**src/rtl/uc_dedup_queue.sv**
```systemverilog
// Unit-clause FIFO between the unit clause arbiter and a process engine.
// It drops duplicate literals, flags a queued complement as a sticky conflict, and flushes in one cycle.
module uc_dedup_queue #(
    parameter int LIT_W = 9,
    parameter int DEPTH = 4
) (
    input  logic                         clk,
    input  logic                         rst,
    input  logic                         in_valid,
    input  logic [LIT_W-1:0]             in_lit,
    output logic                         in_ready,
    output logic                         out_valid,
    output logic [LIT_W-1:0]             out_lit,
    input  logic                         out_ready,
    input  logic                         flush,
    output logic [$clog2(DEPTH+1)-1:0]   count,
    output logic                         dup_drop,
    output logic                         conflict,
    output logic [LIT_W-1:0]             conf_lit
);

    localparam int CNT_W = $clog2(DEPTH+1);
    localparam int AW    = $clog2(DEPTH);
    localparam int PW    = AW + 1;

    logic [LIT_W-1:0] mem_q [DEPTH];
    logic [PW-1:0]    head_q, head_d;
    logic [PW-1:0]    tail_q, tail_d;
    logic             dup_drop_q, dup_drop_d;
    logic             conflict_q, conflict_d;
    logic [LIT_W-1:0] conf_lit_q, conf_lit_d;

    logic [PW-1:0]    occ;
    logic             full, empty;
    logic             accept, pop, store;
    logic             dup_hit, comp_hit;
    logic [LIT_W-1:0] comp_lit;

    // A slot is live when its distance from head is below the occupancy.
    function automatic logic slot_live(input logic [AW-1:0] idx,
                                       input logic [PW-1:0] hd,
                                       input logic [PW-1:0] oc);
        logic [AW-1:0] offs;
        offs = idx - hd[AW-1:0];
        return ({1'b0, offs} < oc);
    endfunction

    always_comb begin
        occ   = tail_q - head_q;
        empty = (head_q == tail_q);
        full  = (head_q[AW-1:0] == tail_q[AW-1:0]) && (head_q[AW] != tail_q[AW]);
    end

    assign in_ready  = !full;
    assign out_valid = !empty;
    assign out_lit   = mem_q[head_q[AW-1:0]];
    assign count     = CNT_W'(occ);
    assign dup_drop  = dup_drop_q;
    assign conflict  = conflict_q;
    assign conf_lit  = conf_lit_q;

    assign accept   = in_valid && in_ready;
    assign pop      = out_valid && out_ready;
    assign comp_lit = {in_lit[LIT_W-1:1], ~in_lit[0]};

    // Match check covers every entry present at the start of the cycle, including a head popped now.
    always_comb begin
        dup_hit  = 1'b0;
        comp_hit = 1'b0;
        for (int i = 0; i < DEPTH; i++) begin
            if (slot_live(AW'(i), head_q, occ)) begin
                if (mem_q[i] == in_lit)   dup_hit  = 1'b1;
                if (mem_q[i] == comp_lit) comp_hit = 1'b1;
            end
        end
    end

    always_comb begin
        store      = 1'b0;
        head_d     = head_q;
        tail_d     = tail_q;
        dup_drop_d = 1'b0;
        conflict_d = conflict_q;
        conf_lit_d = conf_lit_q;
        if (flush) begin
            head_d     = '0;
            tail_d     = '0;
            conflict_d = 1'b0;
            conf_lit_d = '0;
        end else begin
            if (accept && !conflict_q) begin
                if (dup_hit) begin
                    dup_drop_d = 1'b1;
                end else if (comp_hit) begin
                    conflict_d = 1'b1;
                    conf_lit_d = in_lit;
                end else begin
                    store = 1'b1;
                end
            end
            if (store) tail_d = tail_q + PW'(1);
            if (pop)   head_d = head_q + PW'(1);
        end
    end

    always_ff @(posedge clk or posedge rst) begin
        if (rst) begin
            head_q     <= '0;
            tail_q     <= '0;
            dup_drop_q <= 1'b0;
            conflict_q <= 1'b0;
            conf_lit_q <= '0;
            for (int i = 0; i < DEPTH; i++) mem_q[i] <= '0;
        end else begin
            head_q     <= head_d;
            tail_q     <= tail_d;
            dup_drop_q <= dup_drop_d;
            conflict_q <= conflict_d;
            conf_lit_q <= conf_lit_d;
            if (store) mem_q[tail_q[AW-1:0]] <= in_lit;
        end
    end

endmodule

```
**config.mk**
```make
export PLATFORM = sky130hd
export DESIGN_NAME = uc_dedup_queue
export DESIGN_NICKNAME = d
export VERILOG_FILES = /design/src/rtl/uc_dedup_queue.sv
export SDC_FILE = /design/constraint.sdc
export NUM_CORES = 1
export LEC_CHECK = 0
export ABC_AREA = 1
export BUFFER_PORTS_ARGS = -buffer_cell sky130_fd_sc_hd__buf_2
export CORE_UTILIZATION = 48
export DETAILED_ROUTE_END_ITERATION = 12
export PLACE_DENSITY = 0.78
export SLEW_MARGIN = 30
export SYNTH_ARGS = -nofsm -noshare
export SYNTH_HDL_FRONTEND = slang
export SYNTH_SLANG_ARGS = --single-unit
```
**constraint.sdc**
```tcl
create_clock -name clk -period 5.8 [get_ports clk]
set_input_delay 0.29 -clock clk [delete_from_list [all_inputs] [get_ports clk]]
set_output_delay 0.29 -clock clk [all_outputs]
set_load 0.02 [all_outputs]
```
==> summary.md <==
| Metric | Value |
|---|---|
| Post-synthesis simple-gate area fraction | `32.5%` |
| Clk slew on worst S/H paths | `0.11 ns` |
| Die Y | `87.2 um` |
| Die W | `87.2 um` |
| Syn Std Cell Area | `3480 sq um` |
| DRT antenna net count | `0` |
| Hold_ws | `0.0658 ns` |
| Sequential area share after synthesis | `38.1%` |
| H-tree depth | `2` |
| Final-stage net count | `516` |
| RSZ-0062 raised after global routing | `false` |
| Actual slew at the worst max-slew pin | `0.664 ns` |
| Yosys warning count | `0` |
| DRC Markers | `0` |
| Worst skew pair latency | `0.32 ns` |
| Clk sink count | `53` |
| GP Congestion | `0.899` |
| DR pass1 iterations | `4` |
| Post-synth top flop | `dfrtp_1` |
| Grt total ovfl | `0` |
| Critical Path AT | `3.81 ns` |
| Post-CTS sizing | `0` |
| Static leakage | `2.03 nW` |
| Clock Path Buffers | `2` |
| Number of diodes | `0` |
| CTS buffer count | `5` |
| Top cells by area, synth | `dfrtp_1, nand2_1, nand4_1` |
| Leading cell types by count after synthesis | `nand2_1, dfrtp_1, inv_1, nand4_1, o21ai_0` |
| Fill cells | `696` |
| Via density | `5.49` |
| Core outline area | `6910 sq um` |
| I/O pins | `39` |
| Routed WL | `8820 um` |
| Syn nets | `496` |
| Iter 0 DRT Violations | `320` |
| Synth top area share | `38.1%` |
| Critical Path RT | `6.05 ns` |
| #FFs+latches synth | `53` |
| First-pass GRT wire length | `14400 um` |
| Avg Inst Size Synth | `7.44 sq um` |
| Hold Vio Cnt, Final | `0` |
| Initial antenna violation count | `0` |
| Worst Setup End Kind | `register` |
| CP Class | `register to register` |
| Synth cell types | `29` |
| VDD IR-drop max | `0.185 mV` |
| Setup bufs post-CTS | `0` |
| Hold Path Class | `primary input to asynchronous set/reset pin` |
| Cells after Synth | `468` |
| Routed vias | `3210` |
| Slew headroom | `55.7%` |
| Die ar. | `7600 sq um` |
| Dominant cell type by area after synthesis | `dfrtp_1` |
| CTS tree | `built` |
| Starting Density | `50.4%` |
| Post-synth ARST share | `100%` |
| Post-route cell area | `3810 sq um` |
| Post-synthesis mux area share | `0%` |
| # port buffers | `38` |
| Max Slew Vio Count | `0` |
| Fin crit share | `61.3%` |
| Finished Core Util | `55.2%` |
| Largest net degree at the start of global routing | `59` |
| Synth Area in XOR/XNOR | `7.04%` |
| Vias in the first global route | `2953` |
| Worst-path maximum fanout | `36` |
| Gr usage total | `24.9%` |
| Fmax achieved | `0.281 GHz` |
| Share of cells above drive strength 1 | `12.7%` |
| Power, Total | `1.38 mW` |
| WL per Instance | `15.1 um` |
| CP Launch Type | `register` |
| Post-DP HPWL | `6210 um` |
| Status | `finished, final reports clean` |
| # hold bufs at CTS | `0` |
| Post-synth EDFFs | `0` |
| Synth Area in Compound Gates | `8.08%` |
| Most common cell in the netlist | `nand2_1` |
| Area Overhead vs Synth | `9.41%` |
| Min cycle time layout | `3.55 ns` |
| Power per cell area | `363 nW/um^2` |
| Final TNS setup | `0 ns` |
| Std cell rows | `30` |
| Synth Area in Adders | `5.24%` |
| Largest family of logic cells by synthesized area | `simple AND/OR/NAND/NOR gates` |
| # setup viols final | `0` |
| Root Buffer | `clkbuf_8` |
| Placed instance area | `3670 sq um` |
| Max-cap violations | `0` |
| Clock skew | `0.0140 ns` |
[cell families after synthesis]
group           Yosys count
compound gates           53
xor+xnor                 28
fa+ha+maj                14
buf+inv                  74
flops                    53
simple gates            246
[flip-flops by register name (all words and copies together) (netlist names)]
name	count
conf_lit	9
tail_q	3
dup_drop	1
mem_q	36
head_q	3
conflict	1
[through the flow]
step / setup slack (ns) / std cells
floorplan: 2.71 / 468
global placement: 2.42 / 577
detailed placement: 2.30 / 577
CTS: 2.27 / 585
global route: 1.89 / 585
finish: 2.25 / 585
[layout make-up]
cell class	instances	area [sq um]	area share, %
clock inverter	3	68.8	1.81
inverter	47	179	4.69
tap	96	120	3.15
sequential	53	1330	34.8
clock buffer	5	68.8	1.81
timing repair buffer	40	205	5.38
multi-input combinational	341	1840	48.4
[worst paths after layout]
path	startpoint	to	slack [ns]	cells after the start
min	rst	conf_lit[5]$_DFFE_PP0P_	0.07	2
min reg2reg	mem_q[14]$_DFFE_PP0P_	mem_q[14]$_DFFE_PP0P_	0.51	2
max	head_q[0]$_DFFE_PP0P_	mem_q[5]$_DFFE_PP0P_	2.25	18
max in group asynchronous	rst	mem_q[28]$_DFFE_PP0P_	5.28	2
max reg2reg	head_q[0]$_DFFE_PP0P_	mem_q[5]$_DFFE_PP0P_	2.25	18
min in group clk	flush	conflict$_DFFE_PP0P_	0.16	2
[cells in the final DEF (no fill, tap or decap), types with 2 or more instances in the layout]
cell type	synthesis	final
nand2_1	133	133
dfrtp_1	53	53
inv_1	46	45
nand4_1	40	40
buf_2	11	38
o21ai_0	33	33
nand3_1	30	30
nor2_1	29	29
xnor2_1	19	19
ha_1	13	13
a21oi_1	12	12
xor2_1	9	9
clkbuf_8	0	5
nand2_2	4	4
nand4_2	4	4
o21bai_1	3	3
o22ai_1	3	3
nor2_2	2	2
bufinv_16	0	2
buf_4	2	2
[metal layers]
layer,up-vias,wire [um],global-route usage [%]
li1,1565,-,-
met1,1520,3730,33.0
met2,111,4310,40.7
met3,14,581,2.84
met4,0,206,11.8
met5,-,0,0
[where the power goes]
group          total [mW]  switching, mW  internal, mW
clock               0.306          0.132         0.174
combinational       0.527          0.334         0.194
sequential          0.551         0.0962         0.454
[critical path: stages (launching register included)]
cell      delay [ns]
dfrtp_1         0.67
ha_1            0.26
inv_1           0.07
fa_1            0.49
inv_1           0.10
ha_1            0.29
inv_1           0.04
o21bai_1        0.13
nand3_1         0.15
nand2_1         0.09
inv_1           0.04
nand2_1         0.06
nand2_2         0.08
nor2_2          0.17
nand2_1         0.08
nor2_2          0.16
buf_4           0.37
nand4_1         0.13
nand2_1         0.10
(Power assumes the default switching activity.)
